<file path="config.mk">
export PLATFORM = sky130hd
export DESIGN_NAME = iq_comp_pipe
export DESIGN_NICKNAME = d
export VERILOG_FILES = /design/src/rtl/iq_comp_pipe.sv
export SDC_FILE = /design/constraint.sdc
export NUM_CORES = 1
export LEC_CHECK = 0
export BUFFER_PORTS_ARGS = -buffer_cell sky130_fd_sc_hd__buf_2
export CAP_MARGIN = 20
export CORE_ASPECT_RATIO = 0.7
export CORE_MARGIN = 2
export CORE_UTILIZATION = 30
export DETAILED_ROUTE_END_ITERATION = 16
export PLACE_DENSITY = 0.44
export SETUP_SLACK_MARGIN = 0.15
export SLEW_MARGIN = 20
export SYNTH_ARGS = -nofsm -noshare
export SYNTH_HDL_FRONTEND = slang
export SYNTH_SLANG_ARGS = --single-unit
</file>
<file path="constraint.sdc">
create_clock -name clk -period 10.3 [get_ports clk]
set_input_delay 1.545 -clock clk [delete_from_list [all_inputs] [get_ports clk]]
set_output_delay 1.545 -clock clk [all_outputs]
set_load 0.005 [all_outputs]
</file>
<file path="src/rtl/iq_comp_pipe.sv">
// -----------------------------------------------------------------------------
// iq_comp_pipe
//
// Blind IQ-imbalance compensator with LMS adaptation. It sits between the ADC
// sample path and the demodulator.
//   y = x + w * conj(x)
//   w <- w - mu * y^2
// Samples arrive in offset binary and leave in two's complement. The pipeline
// has two register stages: input conversion, then compensation.
//
// Optional build macro:
//   IQ_COMP_ROUND_EN  When defined, every arithmetic right shift (FRAC and
//                     MU_SHIFT) rounds half-up. When undefined, every shift
//                     floors.
//
// Ports:
//   clk            sample clock
//   RESET          asynchronous reset, active high
//   in_valid       Ix/Qx are valid this cycle
//   Ix, Qx         offset-binary input samples, DATA_W bits
//   op_mode        00 bypass, 01 adapt, 10 fixed, 11 seeded adapt
//   freeze_iqcomp  holds the adaptive weights and the settle counter
//   Wr_in, Wj_in   external or seed weights, signed W_W bits
//   out_valid      Iy/Qy are valid
//   Iy, Qy         compensated samples, signed DATA_W bits
//   Wr, Wj         current weights, signed W_W bits
//   settled        SETTLE_LEN consecutive quiet updates have been seen
// -----------------------------------------------------------------------------
module iq_comp_pipe #(
  parameter int DATA_W     = 4,
  parameter int W_W        = 13,
  parameter int FRAC       = 10,
  parameter int MU_SHIFT   = 2,
  parameter int SETTLE_TOL = 0,
  parameter int SETTLE_LEN = 256
) (
  input  logic                     clk,
  input  logic                     RESET,
  input  logic                     in_valid,
  input  logic        [DATA_W-1:0] Ix,
  input  logic        [DATA_W-1:0] Qx,
  input  logic        [1:0]        op_mode,
  input  logic                     freeze_iqcomp,
  input  logic signed [W_W-1:0]    Wr_in,
  input  logic signed [W_W-1:0]    Wj_in,
  output logic                     out_valid,
  output logic signed [DATA_W-1:0] Iy,
  output logic signed [DATA_W-1:0] Qy,
  output logic signed [W_W-1:0]    Wr,
  output logic signed [W_W-1:0]    Wj,
  output logic                     settled
);

  // Internal widths. The products are kept at full precision. Each width has
  // headroom for the sum of two products and for the rounding offset.
  localparam int PW = W_W + DATA_W;      // one weight * sample product
  localparam int AW = W_W + DATA_W + 2;  // sum of two products plus the sample
  localparam int UW = 2 * DATA_W + 2;    // y^2 terms for the LMS step
  localparam int MW = W_W + UW;          // weight minus step, before saturation
  localparam int CW = $clog2(SETTLE_LEN + 1);

  localparam logic signed [AW-1:0] D_MAX = {{(AW-DATA_W+1){1'b0}}, {(DATA_W-1){1'b1}}};
  localparam logic signed [AW-1:0] D_MIN = {{(AW-DATA_W+1){1'b1}}, {(DATA_W-1){1'b0}}};
  localparam logic signed [MW-1:0] W_MAX = {{(MW-W_W+1){1'b0}}, {(W_W-1){1'b1}}};
  localparam logic signed [MW-1:0] W_MIN = {{(MW-W_W+1){1'b1}}, {(W_W-1){1'b0}}};
  localparam logic signed [UW-1:0] TOL_S = UW'(SETTLE_TOL);
  localparam logic        [CW-1:0] LEN_C = CW'(SETTLE_LEN);

  typedef enum logic [1:0] {
    MODE_BYPASS = 2'b00,
    MODE_ADAPT  = 2'b01,
    MODE_FIXED  = 2'b10,
    MODE_SEEDED = 2'b11
  } mode_e;

  // ---------------------------------------------------------------------------
  // Shift and saturation helpers
  // ---------------------------------------------------------------------------
`ifdef IQ_COMP_ROUND_EN
  localparam logic signed [AW-1:0] RND_F  = {{(AW-FRAC){1'b0}}, 1'b1, {(FRAC-1){1'b0}}};
  localparam logic signed [UW-1:0] RND_MU = {{(UW-MU_SHIFT){1'b0}}, 1'b1, {(MU_SHIFT-1){1'b0}}};

  function automatic logic signed [AW-1:0] shr_frac(input logic signed [AW-1:0] v);
    return (v + RND_F) >>> FRAC;
  endfunction

  function automatic logic signed [UW-1:0] shr_mu(input logic signed [UW-1:0] v);
    return (v + RND_MU) >>> MU_SHIFT;
  endfunction
`else
  function automatic logic signed [AW-1:0] shr_frac(input logic signed [AW-1:0] v);
    return v >>> FRAC;
  endfunction

  function automatic logic signed [UW-1:0] shr_mu(input logic signed [UW-1:0] v);
    return v >>> MU_SHIFT;
  endfunction
`endif

  function automatic logic signed [DATA_W-1:0] sat_data(input logic signed [AW-1:0] v);
    logic signed [AW-1:0] r;
    if (v > D_MAX)      r = D_MAX;
    else if (v < D_MIN) r = D_MIN;
    else                r = v;
    return r[DATA_W-1:0];
  endfunction

  function automatic logic signed [W_W-1:0] sat_weight(input logic signed [MW-1:0] v);
    logic signed [MW-1:0] r;
    if (v > W_MAX)      r = W_MAX;
    else if (v < W_MIN) r = W_MIN;
    else                r = v;
    return r[W_W-1:0];
  endfunction

  // ---------------------------------------------------------------------------
  // Stage 1: offset binary to two's complement (invert the MSB)
  // ---------------------------------------------------------------------------
  mode_e                     mode;
  logic signed [DATA_W-1:0]  xi_d, xq_d, xi_q, xq_q;
  logic                      s1_valid_q;

  assign mode = mode_e'(op_mode);
  assign xi_d = {~Ix[DATA_W-1], Ix[DATA_W-2:0]};
  assign xq_d = {~Qx[DATA_W-1], Qx[DATA_W-2:0]};

  // NOTE: clocked state uses non-blocking assignments. Every register then
  // samples the values that were present before the edge, so the order in
  // which these blocks appear does not matter.
  always_ff @(posedge clk or posedge RESET) begin
    if (RESET) begin
      s1_valid_q <= 1'b0;
      xi_q       <= '0;
      xq_q       <= '0;
    end else begin
      s1_valid_q <= in_valid;
      if (in_valid) begin
        xi_q <= xi_d;
        xq_q <= xq_d;
      end
    end
  end

  // ---------------------------------------------------------------------------
  // Stage 2: compensation using the current (registered) weights
  // ---------------------------------------------------------------------------
  logic signed [W_W-1:0]    wr_q, wj_q, wr_d, wj_d;
  logic signed [PW-1:0]     p_ri, p_jq, p_ji, p_rq;
  logic signed [AW-1:0]     acc_i, acc_q, y_i_wide, y_q_wide;
  logic signed [DATA_W-1:0] iy_d, qy_d, iy_q, qy_q;
  logic                     out_valid_q;

  assign p_ri = PW'(wr_q) * PW'(xi_q);
  assign p_jq = PW'(wj_q) * PW'(xq_q);
  assign p_ji = PW'(wj_q) * PW'(xi_q);
  assign p_rq = PW'(wr_q) * PW'(xq_q);

  // The conjugate flips the sign of xQ, so Wr enters the Q path negated.
  assign acc_i    = AW'(p_ri) + AW'(p_jq);
  assign acc_q    = AW'(p_ji) - AW'(p_rq);
  assign y_i_wide = AW'(xi_q) + shr_frac(acc_i);
  assign y_q_wide = AW'(xq_q) + shr_frac(acc_q);

  assign iy_d = (mode == MODE_BYPASS) ? xi_q : sat_data(y_i_wide);
  assign qy_d = (mode == MODE_BYPASS) ? xq_q : sat_data(y_q_wide);

  // The outputs hold their last value through bubbles.
  always_ff @(posedge clk or posedge RESET) begin
    if (RESET) begin
      out_valid_q <= 1'b0;
      iy_q        <= '0;
      qy_q        <= '0;
    end else begin
      out_valid_q <= s1_valid_q;
      if (s1_valid_q) begin
        iy_q <= iy_d;
        qy_q <= qy_d;
      end
    end
  end

  // ---------------------------------------------------------------------------
  // LMS weight update driven by the registered outputs
  // ---------------------------------------------------------------------------
  mode_e                 prev_mode_q;
  logic                  seed_load, do_update, mode_change, quiet;
  logic signed [UW-1:0]  sq_i, sq_q, prod_iq, diff_r, two_iq, d_r, d_j;
  logic        [CW-1:0]  cnt_q, cnt_d;

  assign mode_change = (mode != prev_mode_q);
  // A seed load happens only on the first clock of a mode-11 run. It takes
  // priority over the adaptive step on that clock.
  assign seed_load   = (mode == MODE_SEEDED) && (prev_mode_q != MODE_SEEDED);
  assign do_update   = ((mode == MODE_ADAPT) || (mode == MODE_SEEDED)) &&
                       !freeze_iqcomp && out_valid_q && !seed_load;

  assign sq_i    = UW'(iy_q) * UW'(iy_q);
  assign sq_q    = UW'(qy_q) * UW'(qy_q);
  assign prod_iq = UW'(iy_q) * UW'(qy_q);
  assign diff_r  = sq_i - sq_q;
  assign two_iq  = prod_iq + prod_iq;
  assign d_r     = shr_mu(diff_r);
  assign d_j     = shr_mu(two_iq);
  assign quiet   = (d_r <= TOL_S) && (d_r >= -TOL_S) &&
                   (d_j <= TOL_S) && (d_j >= -TOL_S);

  // NOTE: every signal driven here gets a default value first. A path that
  // left one of them unassigned would infer a latch.
  always_comb begin
    wr_d  = wr_q;
    wj_d  = wj_q;
    cnt_d = cnt_q;

    if ((mode == MODE_FIXED) || seed_load) begin
      wr_d = Wr_in;
      wj_d = Wj_in;
    end else if (do_update) begin
      wr_d = sat_weight(MW'(wr_q) - MW'(d_r));
      wj_d = sat_weight(MW'(wj_q) - MW'(d_j));
    end

    // A mode change or a non-adaptive mode restarts the settle window.
    // Freeze holds the counter only while it is still meaningful.
    if (mode_change || (mode == MODE_BYPASS) || (mode == MODE_FIXED)) begin
      cnt_d = '0;
    end else if (do_update) begin
      if (!quiet)              cnt_d = '0;
      else if (cnt_q != LEN_C) cnt_d = cnt_q + CW'(1);
    end
  end

  always_ff @(posedge clk or posedge RESET) begin
    if (RESET) begin
      wr_q        <= '0;
      wj_q        <= '0;
      cnt_q       <= '0;
      prev_mode_q <= MODE_BYPASS;
    end else begin
      wr_q        <= wr_d;
      wj_q        <= wj_d;
      cnt_q       <= cnt_d;
      prev_mode_q <= mode;
    end
  end

  assign out_valid = out_valid_q;
  assign Iy        = iy_q;
  assign Qy        = qy_q;
  assign Wr        = wr_q;
  assign Wj        = wj_q;
  assign settled   = (cnt_q == LEN_C);

endmodule

</file>
* Word-level counts from Yosys, hierarchy flattened
Index checks and enable logic that the tools add are counted.
** Cells by class
- Add/sub/neg operators :: 9
- $mul :: 7
- Order comparisons :: 12
- Equality and inequality tests :: 8
- Multiplexer cells :: 18
- Bitwise logic cells :: 2
- Reduce and logical (&&, ||, !) cells :: 17
** Operators by type and width (number)
- $mux 13 :: 8
- $mul 13x4->17 :: 4
- $mux 9 :: 4
- $gt 14x13->1 const B :: 2
- $lt 14x13->1 const B :: 2
- $sub 13x7->14 :: 2
- $mul 4x4->8 :: 3
- $mux 4 :: 6
- $add 17x17->18 :: 1
- $add 4x8->9 :: 2
- $gt 9x4->1 const B :: 2
- $lt 9x4->1 const B :: 2
- $sub 17x17->18 :: 1
- $ge 7x1->1 const B :: 2
- $le 7x1->1 const B :: 2
- $add 8x8->9 :: 1
- $add 9x1->9 const B :: 1
- $eq 9x9->1 const B :: 1
- $ne 9x9->1 const B :: 1
- $sub 8x8->9 :: 1
- $logic_and 1x1->1 :: 7
- $eq 2x2->1 const B :: 2
- $logic_or 1x1->1 :: 4
- $reduce_bool 2->1 :: 2
- 8 further kinds :: 10
** Storage, ports and cells
- Register bits :: 55
- Input port bits :: 40
- Output and inout port bits :: 36
- Word-level logic and storage cells :: 83

* Logic depth before layout (Yosys ltp)
- Depth in word-level cells :: 9
- Depth in mapped cells :: 28

* Worst setup path after synthesis
OpenSTA, ideal clock, no wires.
- Path kind :: register -> register
- Start point :: register xi_q[1]
- End point :: register qy_q[2], in the netlist Qy[2]
- Arrival time :: 6.573 ns
- Data required time :: 10.196 ns
- Setup slack :: 3.623 ns
- Cell stages (with the launch flop) :: 28
- Buffers on the path :: 2
- Path through :: dfrtp_1 > clkbuf_1 > clkbuf_1 > nand2_1 > fa_1 > inv_1 > fa_1 > inv_1 > ha_1 > inv_1 > fa_1 > inv_1 > fa_1 > inv_1 > ha_1 > and3_1 > a311o_1 > a2111oi_2 > nor3_1 > or3_1 > xor2_1 > ha_1 > nand2_1 > o21ai_0 > a211oi_1 > mux2i_1 > o22ai_1 > a221oi_1
** On the way
- Word-level cells in the longest chain between the ends :: 7
- Elaborated cells between the ends (all ways) :: 8
- Classes of those cells :: add/sub (2); mul (1); order compare (2); mux (3)
** Ends and longest elaborated chain
- start: declaration :: line 120 : logic signed [DATA_W-1:0] xi_d, xq_d, xi_q, xq_q;
- start signal: assignment :: line 138 : xi_q <= xi_d;
- $mul 13x4->17 * :: line 155 : assign p_ji = PW'(wj_q) * PW'(xi_q);
- $sub 17x17->18 * :: line 160 : assign acc_q = AW'(p_ji) - AW'(p_rq);
- $add 4x8->9 * :: line 162 : assign y_q_wide = AW'(xq_q) + shr_frac(acc_q);
- $lt 9x4->1 :: line 103 : else if (v < D_MIN) r = D_MIN;
- $mux 4 :: line 103
- $mux 4 * :: line 102 : if (v > D_MAX) r = D_MAX;
- $mux 4 * :: line 165 : assign qy_d = (mode == MODE_BYPASS) ? xq_q : sat_data(y_q_wide);
- end signal: assignment :: line 177 : qy_q <= qy_d;
- end: declaration :: line 150 : logic signed [DATA_W-1:0] iy_d, qy_d, iy_q, qy_q;
Mark *: on every way between the ends. The rest lies on a longest branch, timed or not.
A chain may end at the register's enable or synchronous reset.

* Worst setup path after layout
- Start point :: register xi_q[3]
- End point :: register qy_q[3], in the netlist Qy[3]
The elaborated chain is that of the path after synthesis.

==> out/metrics.yaml <==
finish:
  diodes: 0
  fin_cells: 2234
  layout.nets: 2042
  stdcell_area_mm2: 0.01494
  drive_above_1_share: 0.08155
  n_fill_cell: 4838
  final_common_cell: "inv_1"
  layout_common_cells: "288 x inv_1, 202 x fa_1, 170 x ha_1"
  multi_input_area_mm2: 0.01104
  seqCellArea_mm2: 0.001376
  area_growth_pct: 9.039
routing:
  dr.pass1.iters: 5
  wire_per_inst_um: 18.94
  vias_per_cell: 4.783
  drtIter0Drc: 610
  routed-via-count: 10690
  drc: 0
  routed_wl_mm: 42.32
  ant_nets: 0
cts:
  h-tree-depth: 2
  cts.reportedPaths.clkPinSlew_ps: 90
  cts_tree: "done"
  cts_resized: 0
  clk_path_buf_depth: 2
  clockRootBuffer: "clkbuf_16"
  hold_buffers: 0
  cts_buffers: 5
  cts_sinks: 55
  clock_latency_ps: 330
  post-cts-setup-buffers: 0
synthesis:
  synth_area_leaders: "fa_1 30%, ha_1 16%, dfrtp_1 10%"
  ys.flop_type: "dfrtp_1"
  ys_async_sr_fraction: 1.000
  yosysTopAreaCellShare: 0.2951
  ys.warnings.count: 0
  synth_nets: 1997
  synth_top_cell_by_area: "fa_1"
  synth_seq_cells: 55
  yosysUniqueCellTypes: 69
  seq_area_frac_synth: 0.1004
  syn-cell-area_mm2: 0.01370
  syn_inst: 1585
  synth_edf_count: 0
  avgSynthCellArea_um2: 8.646
placement:
  globalplace.congestion: 0.8340
  place_area_mm2: 0.01475
  dp_slack_ps: 2605
  placed_cells: 2226
  place_hpwl_mm: 34.47
  port_buffers: 75
sta:
  rsz0062_at_grt: "false"
  drv_slew: 0
  hold_violations: 0
  min_period_ps: 7676
  relSlewSlack: 0.2683
  setup_violations: 0
  tightest_slew_ps: 1098
  fin_skew_ps: 11.28
  max_freq_mhz: 130.3
  timing.setup.tns_ps: 0
  fin_crit_sh: 0.7452
  setup_ws_ps: 2624
outcome:
  status: "completed"
die:
  coreArea_mm2: 0.04506
  io_pins: 76
  die_area_mm2: 0.04743
  die_w_um: 259.4
  start_util: 0.3041
  num_rows: 65
  die_h_um: 182.8
grt:
  grt_pass1_wl_mm: 67.61
  globalRouteOverflowTotal: 0
  grtUsageTotal: 0.1868
  grt_pass1_vias: 11350
  antenna_found_initial: 0
  grt_max_degree: 56
critical_path:
  path_max_fanout: 20
  crit_path_end_kind: "flop"
  startpoint_type: "flop"
  cp_slowest_cell: "clkinv_1"
  crit_arrival_ps: 7940
  max_stage_delay_ps: 800
  worstPathRequired_ps: 10560
  crit_type: "flop to flop"
  crit_buf_inv: 5
  cp_top_family: "adder cells"
run:
  maxCapViolations: 0
hold_path:
  hold_class: "flop to flop"
[through the flow]
step	hold slack (ps)	utilization
after floorplan	438.9	-
after global placement	490.4	0.3273
after detailed placement	500.7	0.3274
after CTS	521.2	0.3316
after global routing	549.5	0.3316
final	513.9	0.3316
[sequential cells by signal (all words and copies together) (netlist names)]
register and count:
Iy 4, Wr 13, xi_q 4, cnt_q 9, prev_mode_q 2, Qy 4, s1_valid_q 1, out_valid 1
Wj 13, xq_q 4
[synthesized netlist by cell type (all sizes together), types with 6 or more instances]
master  count
o21ai      54
and2      112
nor4        6
nor2       89
a21oi      67
o221ai      6
o211ai     12
or2        10
a211o       9
clkbuf     50
inv       289
dfrtp      55
xor2       23
ha        170
a21o       13
nand2b     20
and3        8
mux2       10
o22ai      10
a31oi       9
a211oi      6
o21a        9
fa        202
nand2     133
xnor2      46
nor2b      27
or3        12
nand3      26
nor3       30
[logic make-up after synthesis]
| family | synth area share |
|---|---|
| AND/OR/NAND/NOR | 0.1844 |
| adder cells (fa/ha/maj) | 0.4503 |
| buffers and inverters | 0.09450 |
| AO/OA/AOI/OAI | 0.1141 |
| XOR/XNOR | 0.04574 |
| flip-flops | 0.1004 |
| multiplexers | 0.01041 |
[path summary, 6_finish.rpt]
path	slack (ps)	to	cells past startpoint	from
max in group asynchronous	8280	Qy[3]$_DFFE_PP0P_	3	RESET
setup / recovery	2620	Qy[3]$_DFFE_PP0P_	25	xi_q[3]$_DFFE_PP0P_
setup reg to reg	2620	Qy[3]$_DFFE_PP0P_	25	xi_q[3]$_DFFE_PP0P_
hold / removal	510	xq_q[0]$_DFFE_PP0P_	1	xq_q[0]$_DFFE_PP0P_
min in group asynchronous	1440	Wj[12]$_DFFE_PP0P_	3	RESET
hold reg to reg	510	xq_q[0]$_DFFE_PP0P_	1	xq_q[0]$_DFFE_PP0P_
[worst register-to-register path: cells and delay by family, from the launching register on]
kind	cells	cell delay, ps
DFF	1	380
AOI/OAI and AO/OA	6	1940
and+or+nand+nor	4	1060
buffers and inverters	5	1030
xor gates and xnor gates	1	170
adders and majority gates	7	2550
muxes	2	470
[layout make-up]
cell class / instances / area share
Multi-Input combinational cell: 1187 / 0.7387
Sequential cell: 55 / 0.09211
Inverter: 290 / 0.07285
Tap cell: 603 / 0.05049
Timing Repair Buffer: 91 / 0.03316
Clock buffer: 6 / 0.008625
Clock inverter: 2 / 0.004019
[layer usage]
metal / track usage / up-vias / wire [um]
met5: 0 / - / 0
li1: - / 5191 / -
met2: 0.2800 / 168 / 17730
met3: 0.02971 / 12 / 1868
met4: 0.02184 / 0 / 286
met1: 0.2879 / 5315 / 22430
Power is left out: the tool's default activity adds up to more than one toggle a clock period on the data nets, which glitch-free logic cannot reach.
